--- config.mk ---
export PLATFORM = sky130hd
export DESIGN_NAME = sram_like_axi_bridge_flat
export DESIGN_NICKNAME = d
export VERILOG_FILES = /design/src/rtl/sram_like_axi_bridge_if.sv /design/src/rtl/sram_like_axi_bridge.sv /design/src/flat_wrapper.sv
export SDC_FILE = /design/constraint.sdc
export NUM_CORES = 1
export LEC_CHECK = 0
export CORE_MARGIN = 2
export CORE_UTILIZATION = 38
export DETAILED_ROUTE_END_ITERATION = 6
export PLACE_DENSITY = 0.81
export SLEW_MARGIN = 20
export SYNTH_ARGS = -nofsm -noshare
export SYNTH_HDL_FRONTEND = slang
export SYNTH_SLANG_ARGS = --single-unit
--- constraint.sdc ---
create_clock -name clk -period 2.37 [get_ports clk]
set_input_delay 0.5925 -clock clk [delete_from_list [all_inputs] [get_ports clk]]
set_output_delay 0.5925 -clock clk [all_outputs]
set_load 0.05 [all_outputs]
--- src/rtl/sram_like_axi_bridge_if.sv ---
// Signal bundle between an SRAM-like initiator, the bridge and an AXI4-Lite slave.
// The master modport is the bridge's view; the slave modport is the environment's view.
interface sram_like_axi_bridge_if;
   logic        s_req;
   logic        s_wr;
   logic [1:0]  s_size;
   logic [31:0] s_addr;
   logic [31:0] s_wdata;
   logic        s_addr_ok;
   logic        s_data_ok;
   logic [31:0] s_rdata;
   logic [31:0] m_araddr;
   logic        m_arvalid;
   logic        m_arready;
   logic [31:0] m_rdata;
   logic [1:0]  m_rresp;
   logic        m_rvalid;
   logic        m_rready;
   logic [31:0] m_awaddr;
   logic        m_awvalid;
   logic        m_awready;
   logic [31:0] m_wdata;
   logic [3:0]  m_wstrb;
   logic        m_wvalid;
   logic        m_wready;
   logic [1:0]  m_bresp;
   logic        m_bvalid;
   logic        m_bready;

   modport master (
      input  s_req, s_wr, s_size, s_addr, s_wdata,
      output s_addr_ok, s_data_ok, s_rdata,
      output m_araddr, m_arvalid, input m_arready,
      input  m_rdata, m_rresp, m_rvalid, output m_rready,
      output m_awaddr, m_awvalid, input m_awready,
      output m_wdata, m_wstrb, m_wvalid, input m_wready,
      input  m_bresp, m_bvalid, output m_bready
   );

   modport slave (
      output s_req, s_wr, s_size, s_addr, s_wdata,
      input  s_addr_ok, s_data_ok, s_rdata,
      input  m_araddr, m_arvalid, output m_arready,
      output m_rdata, m_rresp, m_rvalid, input m_rready,
      input  m_awaddr, m_awvalid, output m_awready,
      input  m_wdata, m_wstrb, m_wvalid, output m_wready,
      output m_bresp, m_bvalid, input m_bready
   );
endinterface

--- src/rtl/sram_like_axi_bridge.sv ---
// SRAM-like responder to single-beat AXI4-Lite master, one transaction outstanding.
// Define BRIDGE_RESP_REG_EN to register s_data_ok/s_rdata one cycle after the R/B handshake.
module sram_like_axi_bridge (
   input  logic                          clk,
   input  logic                          resetn,
   sram_like_axi_bridge_if.master        bus
);
   localparam logic [2:0] ST_IDLE   = 3'd0;
   localparam logic [2:0] ST_RD_AR  = 3'd1;
   localparam logic [2:0] ST_RD_R   = 3'd2;
   localparam logic [2:0] ST_WR_REQ = 3'd3;
   localparam logic [2:0] ST_WR_B   = 3'd4;

   logic [2:0]  state_q, state_d;
   logic [29:0] addr_q, addr_d;
   logic [31:0] wdata_q, wdata_d;
   logic [31:0] rdata_q, rdata_d;
   logic [3:0]  wstrb_q, wstrb_d;
   logic        aw_done_q, aw_done_d;
   logic        w_done_q, w_done_d;
   logic        accept_s, r_hs_s, b_hs_s;
   logic        resp_unused_s;

   // Byte-lane mask for a sub-word store; size 3 is treated as a full word.
   function automatic logic [3:0] byte_strb(input logic [1:0] size, input logic [1:0] lane);
      case (size)
         2'd0:    return 4'b0001 << lane;
         2'd1:    return 4'b0011 << {lane[1], 1'b0};
         default: return 4'b1111;
      endcase
   endfunction

   assign resp_unused_s = ^{bus.m_rresp, bus.m_bresp};
   assign r_hs_s = (state_q == ST_RD_R) && bus.m_rvalid;
   assign b_hs_s = (state_q == ST_WR_B) && bus.m_bvalid;

`ifdef BRIDGE_RESP_REG_EN
   logic resp_q, resp_d;

   // Hold off a new accept while the registered completion pulse is still showing.
   assign accept_s       = (state_q == ST_IDLE) && bus.s_req && !resp_q;
   assign resp_d         = r_hs_s || b_hs_s;
   assign bus.s_data_ok  = resp_q;
   assign bus.s_rdata    = rdata_q;

   // Registered completion pulse.
   always_ff @(posedge clk or negedge resetn) begin
      if (!resetn) begin
         resp_q <= 1'b0;
      end else begin
         resp_q <= resp_d;
      end
   end
`else
   assign accept_s       = (state_q == ST_IDLE) && bus.s_req;
   assign bus.s_data_ok  = r_hs_s || b_hs_s;
   assign bus.s_rdata    = r_hs_s ? bus.m_rdata : rdata_q;
`endif

   assign bus.s_addr_ok  = accept_s;
   assign bus.m_arvalid  = (state_q == ST_RD_AR);
   assign bus.m_rready   = (state_q == ST_RD_R);
   assign bus.m_awvalid  = (state_q == ST_WR_REQ) && !aw_done_q;
   assign bus.m_wvalid   = (state_q == ST_WR_REQ) && !w_done_q;
   assign bus.m_bready   = (state_q == ST_WR_B);
   assign bus.m_araddr   = {addr_q, 2'b00};
   assign bus.m_awaddr   = {addr_q, 2'b00};
   assign bus.m_wdata    = wdata_q;
   assign bus.m_wstrb    = wstrb_q;

   // Next-state and request-latch logic.
   always_comb begin
      state_d   = state_q;
      addr_d    = addr_q;
      wdata_d   = wdata_q;
      wstrb_d   = wstrb_q;
      aw_done_d = aw_done_q;
      w_done_d  = w_done_q;
      rdata_d   = r_hs_s ? bus.m_rdata : rdata_q;
      case (state_q)
         ST_IDLE: begin
            if (accept_s) begin
               state_d   = bus.s_wr ? ST_WR_REQ : ST_RD_AR;
               addr_d    = bus.s_addr[31:2];
               wdata_d   = bus.s_wdata;
               wstrb_d   = bus.s_wr ? byte_strb(bus.s_size, bus.s_addr[1:0]) : 4'b0000;
               aw_done_d = 1'b0;
               w_done_d  = 1'b0;
            end else begin
               state_d   = ST_IDLE;
            end
         end
         ST_RD_AR: begin
            if (bus.m_arready) begin
               state_d = ST_RD_R;
            end else begin
               state_d = ST_RD_AR;
            end
         end
         ST_RD_R: begin
            if (bus.m_rvalid) begin
               state_d = ST_IDLE;
            end else begin
               state_d = ST_RD_R;
            end
         end
         ST_WR_REQ: begin
            // AW and W complete independently; leave only once both have handshaken.
            aw_done_d = aw_done_q || bus.m_awready;
            w_done_d  = w_done_q  || bus.m_wready;
            if (aw_done_d && w_done_d) begin
               state_d   = ST_WR_B;
               aw_done_d = 1'b0;
               w_done_d  = 1'b0;
            end else begin
               state_d   = ST_WR_REQ;
            end
         end
         ST_WR_B: begin
            if (bus.m_bvalid) begin
               state_d = ST_IDLE;
            end else begin
               state_d = ST_WR_B;
            end
         end
         default: begin
            state_d = ST_IDLE;
         end
      endcase
   end

   // State and datapath registers.
   always_ff @(posedge clk or negedge resetn) begin
      if (!resetn) begin
         state_q   <= ST_IDLE;
         addr_q    <= 30'd0;
         wdata_q   <= 32'd0;
         rdata_q   <= 32'd0;
         wstrb_q   <= 4'd0;
         aw_done_q <= 1'b0;
         w_done_q  <= 1'b0;
      end else begin
         state_q   <= state_d;
         addr_q    <= addr_d;
         wdata_q   <= wdata_d;
         rdata_q   <= rdata_d;
         wstrb_q   <= wstrb_d;
         aw_done_q <= aw_done_d;
         w_done_q  <= w_done_d;
      end
   end
endmodule
--- src/flat_wrapper.sv ---
// flat-port wrapper written by rule: the top's interface ports become plain ports
module sram_like_axi_bridge_flat 
  (clk, resetn, bus_s_req, bus_s_wr, bus_s_size, bus_s_addr, bus_s_wdata, bus_s_addr_ok, bus_s_data_ok, bus_s_rdata, bus_m_araddr, bus_m_arvalid, bus_m_arready, bus_m_rdata, bus_m_rresp, bus_m_rvalid, bus_m_rready, bus_m_awaddr, bus_m_awvalid, bus_m_awready, bus_m_wdata, bus_m_wstrb, bus_m_wvalid, bus_m_wready, bus_m_bresp, bus_m_bvalid, bus_m_bready);
  sram_like_axi_bridge_if bus_i ();
  input  logic clk;
  input  logic resetn;
  input wire logic [$bits(bus_i.s_req)-1:0] bus_s_req;
  input wire logic [$bits(bus_i.s_wr)-1:0] bus_s_wr;
  input wire logic [$bits(bus_i.s_size)-1:0] bus_s_size;
  input wire logic [$bits(bus_i.s_addr)-1:0] bus_s_addr;
  input wire logic [$bits(bus_i.s_wdata)-1:0] bus_s_wdata;
  output wire logic [$bits(bus_i.s_addr_ok)-1:0] bus_s_addr_ok;
  output wire logic [$bits(bus_i.s_data_ok)-1:0] bus_s_data_ok;
  output wire logic [$bits(bus_i.s_rdata)-1:0] bus_s_rdata;
  output wire logic [$bits(bus_i.m_araddr)-1:0] bus_m_araddr;
  output wire logic [$bits(bus_i.m_arvalid)-1:0] bus_m_arvalid;
  input wire logic [$bits(bus_i.m_arready)-1:0] bus_m_arready;
  input wire logic [$bits(bus_i.m_rdata)-1:0] bus_m_rdata;
  input wire logic [$bits(bus_i.m_rresp)-1:0] bus_m_rresp;
  input wire logic [$bits(bus_i.m_rvalid)-1:0] bus_m_rvalid;
  output wire logic [$bits(bus_i.m_rready)-1:0] bus_m_rready;
  output wire logic [$bits(bus_i.m_awaddr)-1:0] bus_m_awaddr;
  output wire logic [$bits(bus_i.m_awvalid)-1:0] bus_m_awvalid;
  input wire logic [$bits(bus_i.m_awready)-1:0] bus_m_awready;
  output wire logic [$bits(bus_i.m_wdata)-1:0] bus_m_wdata;
  output wire logic [$bits(bus_i.m_wstrb)-1:0] bus_m_wstrb;
  output wire logic [$bits(bus_i.m_wvalid)-1:0] bus_m_wvalid;
  input wire logic [$bits(bus_i.m_wready)-1:0] bus_m_wready;
  input wire logic [$bits(bus_i.m_bresp)-1:0] bus_m_bresp;
  input wire logic [$bits(bus_i.m_bvalid)-1:0] bus_m_bvalid;
  output wire logic [$bits(bus_i.m_bready)-1:0] bus_m_bready;
  assign bus_i.s_req = bus_s_req;
  assign bus_i.s_wr = bus_s_wr;
  assign bus_i.s_size = bus_s_size;
  assign bus_i.s_addr = bus_s_addr;
  assign bus_i.s_wdata = bus_s_wdata;
  assign bus_s_addr_ok = bus_i.s_addr_ok;
  assign bus_s_data_ok = bus_i.s_data_ok;
  assign bus_s_rdata = bus_i.s_rdata;
  assign bus_m_araddr = bus_i.m_araddr;
  assign bus_m_arvalid = bus_i.m_arvalid;
  assign bus_i.m_arready = bus_m_arready;
  assign bus_i.m_rdata = bus_m_rdata;
  assign bus_i.m_rresp = bus_m_rresp;
  assign bus_i.m_rvalid = bus_m_rvalid;
  assign bus_m_rready = bus_i.m_rready;
  assign bus_m_awaddr = bus_i.m_awaddr;
  assign bus_m_awvalid = bus_i.m_awvalid;
  assign bus_i.m_awready = bus_m_awready;
  assign bus_m_wdata = bus_i.m_wdata;
  assign bus_m_wstrb = bus_i.m_wstrb;
  assign bus_m_wvalid = bus_i.m_wvalid;
  assign bus_i.m_wready = bus_m_wready;
  assign bus_i.m_bresp = bus_m_bresp;
  assign bus_i.m_bvalid = bus_m_bvalid;
  assign bus_m_bready = bus_i.m_bready;
  sram_like_axi_bridge u_core (.clk(clk), .resetn(resetn), .bus(bus_i));
endmodule
* Word-level counts from Yosys, hierarchy flattened
Cells that the tools add are included.
Operators by class: equal/unequal tests 6, shift operators 2, muxes and demuxes 15, reductions and logical operators 16
Operators with widths (number):
- 32-bit 2-to-1 mux | 1
- 3-bit case mux with 5 select lines | 1
- 3-bit 2-to-1 mux | 3
- 4-bit case mux with 2 select lines | 1
- 3-bit by 2-bit == test with 1-bit output (second input constant) | 2
- 1-bit logical AND | 6
- 2-bit 2-to-1 mux | 3
- 4-bit 2-to-1 mux | 1
- 1-bit case mux with 2 select lines | 2
- 2-bit AND reduction | 2
- 1-bit by 2-bit left shift with 4-bit output (first input constant) | 1
- 2-bit by 2-bit left shift with 4-bit output (first input constant) | 1
- 3-bit by 1-bit == test with 1-bit output (second input constant) | 1
- 3-bit == test (second input constant) | 1
- 3-bit zero test | 1
- 1-bit logical OR | 3
- 1-bit 2-to-1 mux | 3
- 2-bit by 1-bit == test with 1-bit output (second input constant) | 1
- 1-bit zero test | 2
- 2-bit zero test | 1
- 2-bit != test (second input constant) | 1
- 2-bit nonzero test | 1
Storage, ports and cells: bits in registers 103, input bits 111, output and inout bits 139, logic and storage cells 46

* Depth between registers and ports, before layout
depth after elaboration 4, mapped depth 7

* Worst setup path after synthesis
No wires, ideal clock.
path type register to output, from reg u_core.state_q[1], to out bus_s_data_ok, arrival time 2283 ps, required time 1778 ps, setup slack -505 ps, stages on the path, launching flop included 4, buffers on the path 1, cell sequence dfrtp_1 -> buf_6 -> nor3b_1 -> a21o_1
On the way: word-level cells in the longest chain between the ends 3
RTL lines:
- start, declared | line sram_like_axi_bridge.sv:14 | logic [2:0] state_q, state_d;
- start signal, assigned | line sram_like_axi_bridge.sv:143 | state_q <= state_d;
- 3-bit == test
- named net bus_m_bready | line flat_wrapper.sv:31 | output wire logic [$bits(bus_i.m_bready)-1:0] bus_m_bready;
- 1-bit logical AND | line sram_like_axi_bridge.sv:35 | assign b_hs_s = (state_q == ST_WR_B) && bus.m_bvalid;
- 1-bit logical OR | line sram_like_axi_bridge.sv:56 | assign bus.s_data_ok = r_hs_s || b_hs_s;
- end, declared | line flat_wrapper.sv:13 | output wire logic [$bits(bus_i.s_data_ok)-1:0] bus_s_data_ok;
The timed path passes the listed nets, and every way through them passes these cells.

* Final worst setup path
from reg u_core.state_q[0], to out bus_s_rdata[19]
On the way: word-level cells in the longest chain between the ends 3
RTL lines:
- 3-bit by 2-bit == test with 1-bit output | line sram_like_axi_bridge.sv:34 | assign r_hs_s = (state_q == ST_RD_R) && bus.m_rvalid;
- 1-bit logical AND | line sram_like_axi_bridge.sv:34
- 32-bit 2-to-1 mux | line sram_like_axi_bridge.sv:57 | assign bus.s_rdata = r_hs_s ? bus.m_rdata : rdata_q;
- end, declared | line flat_wrapper.sv:14 | output wire logic [$bits(bus_i.s_rdata)-1:0] bus_s_rdata;
Every way passes these cells.

==> impl_metrics.yaml <==
place:
  post_dp_cell_area_um2: 6929
  finalWeightedCongestion: 0.7347
  io_buffers: 241
  dp_hpwl_um: 8782
final_layout:
  diodes: 0
  stdcell_area_um2: 7476
  drive_gt1_share_pct: 17.57
  final_nets: 755
  area_growth_pct: 74.50
  final_util_pct: 68.36
floorplanning:
  die_y_um: 110.2
  io_pins: 250
  die_w_um: 110.2
  core.rowCount: 38
  die-area_um2: 12140
  start_util_pct: 39.18
  core_um2: 10940
setup_path:
  critical-path-max-stage-delay_ns: 0.39
  worstReg2RegStart: "u_core.state_q[1]"
  crit_fanout: 6
  cp-end-kind: "primary output"
  startpoint: "u_core.state_q[0]"
  worstPathArrival_ns: 1.85
  worstReg2RegEnd: "u_core.w_done_q"
  start_kind: "flip-flop"
  path_class: "flip-flop to primary output"
  r2r_setup_slack_ns: 0.50
  crit_chain: "nor2_2 -> and3_4 -> buf_12 -> buf_12 -> mux2_4 -> buf_12"
  rr_worst_depth: 5
  crit_slowest_cell: "dfrtp_1"
  critical_path_required_ns: 1.78
  critical_path_buf_inv_count: 3
  crit_family: "buffers and inverters"
  cpMostUsedCell: "buf_12"
logic_synthesis:
  synthCells: 421
  yosys_warnings: 0
  synth-edff-count: 0
  synth_ff_type: "dfrtp_1"
  synth_compound_area_share_pct: 2.512
  ys_async_sr_fraction_pct: 100.0
  ys_seq_elements: 103
  synth_area_um2: 4284
  avgSynthCellArea_um2: 10.18
  synth_top_family_by_area: "simple AND/OR/NAND/NOR gates"
  synthMuxAreaShare_pct: 8.411
  synth_cell_types: 28
  synthSimpleGateAreaFrac_pct: 19.42
  ys_seq_area_share_pct: 60.16
  synth_xor_area_share_pct: 0
  synth-adder-area-share_pct: 0
detailed_routing:
  dr.max_layer_used: "met4"
  drtIter0Drc: 208
  wl_per_cell_um: 16.17
  ant_nets: 0
  drc: 0
  m1WireLength_um: 4621
  drt_wl_total_um: 12760
  num_vias: 3692
  wl_met2_um: 6748
  wl_met3_um: 1319
  firstDrtPassIters: 4
  viasPerCell: 4.679
clocking:
  cts_tree: "done"
  cts_buffer_depth: 2
  clock_sink_count: 103
  htreeDepth: 3
  cts-root-buf: "clkbuf_16"
  cts_buffers: 9
  hold_buffers: 0
  cts.clk_slew.worst_paths_ns: 0.07
  clock_latency_ns: 0.34
timing:
  timing.hold.ws_ns: 0.2817
  clock_skew_ns: 0.008645
  maxSlewViolCount: 0
  timing.final.crit_period_ns: 2.445
  fmax_ghz: 0.4090
  setup_viol: 25
  tightest_slew_ns: 0.6940
  maxSlewHeadroom_pct: 53.74
  worst_slack_ns: -0.07490
  hold_viol: 0
  finalCritPeriodShare_pct: 103.2
  rsz0062_at_grt: "true"
hold_path:
  min_path_type: "input port to async pin"
global_routing:
  grt_overflow_total: 0
  antenna_found_initial: 0
  grt_pass1_vias: 3776
  gr-usage-all-layers_pct: 21.02
  grt_start_max_net_pins: 104
  grt_pass1_wl_um: 19160
run:
  cap_violations: 0
outcome:
  violations: "negative setup slack"
  status: "finished, violations left"
[worst reg2reg max path: stages (launching register included)]
cell and delay (ns):
dfrtp_1 0.39, buf_4 0.17, or4b_4 0.56, buf_4 0.36, nand3_1 0.19, o41ai_1 0.08
[repair_timing]
action	CTS	global route
cloned	3	0
buffers inserted	8	5
endpoints found under the setup margin	34	33
pin swaps	2	2
resized for setup	36	1
[routing by layer]
metal	up-vias	GRT usage (%)
li1	1733	-
met1	1787	22.34
met2	166	38.74
met3	6	8.113
met4	0	5.625
met5	-	0
[worst max-delay path by stage]
stage / endpoint / slack, ns / depth (start not counted)
floorplan: bus_s_data_ok / 0.07 / 3
detailed placement: bus_s_rdata[3] / -0.29 / 5
CTS: bus_s_rdata[17] / -0.19 / 7
global placement: bus_s_rdata[7] / -0.27 / 5
global route: bus_s_rdata[17] / -0.12 / 6
finish: bus_s_rdata[19] / -0.07 / 6
[logic make-up after synthesis]
kind of cell	count (synthesis)
mux	32
buf+inv	56
flops	103
other cells	1
compound gates	18
simple gates	211
[cell usage in the layout (no fill, tap or decap), types with 2 or more instances in the layout]
cell / count
clkinv_2: 2
inv_1: 2
mux2_2: 6
nand2b_1: 3
a21o_1: 2
buf_4: 19
mux2_4: 26
dlygate4sd2_1: 2
nand3b_1: 2
clkbuf_16: 9
nor2_1: 5
buf_12: 38
o21ai_0: 5
clkbuf_8: 3
buf_6: 3
o21ai_1: 3
a21oi_1: 4
clkdlybuf4s50_1: 199
conb_1: 4
nand3_1: 2
nand2_1: 192
dfrtp_1: 103
[flip-flops by register name, summed over array words and instances (netlist names)]
register and cells:
u_core.w_done_q 1, u_core.addr_q 30, u_core.bus.m_wstrb 4, u_core.state_q 3, u_core.bus.m_wdata 32, u_core.rdata_q 32
u_core.aw_done_q 1
[synth_stat cells (2+ instances only)]
| cell | instances | area (um2) |
|---|---|---|
| nand3b_1 | 2 | 15.01 |
| inv_1 | 2 | 7.510 |
| o21ai_1 | 3 | 15.01 |
| dfrtp_1 | 103 | 2577 |
| nand2_1 | 192 | 720.7 |
| buf_2 | 8 | 40.04 |
| nand3_1 | 2 | 10.01 |
| nand2b_1 | 3 | 18.77 |
| buf_6 | 4 | 45.04 |
| o21ai_0 | 5 | 25.02 |
| a21o_1 | 2 | 15.01 |
| nor2_1 | 6 | 22.52 |
| a21oi_1 | 4 | 20.02 |
| buf_4 | 40 | 300.3 |
| mux2_2 | 32 | 360.4 |
[through the flow]
stage          setup slack (ns)  cells  TNS, ns
2_1_floorplan           0.07026    424        0
3_3_place_gp            -0.2701    761   -8.393
3_5_place_dp            -0.2922    761   -8.995
4_1_cts                 -0.1873    787   -2.537
5_1_grt                 -0.1199    789   -2.659
6_report               -0.07490    789   -1.131
[cell type report]
class,count,area (um2)
Multi-Input combinational cell,265,1425
Fill cell,775,3460
Clock inverter,3,40.04
Tap cell,140,175.2
Inverter,3,13.76
Timing Repair Buffer,262,2974
Clock buffer,13,270.3
Sequential cell,103,2577
Power is left out: the tool's default activity adds up to more than one toggle a clock period on the data nets, which glitch-free logic cannot reach.
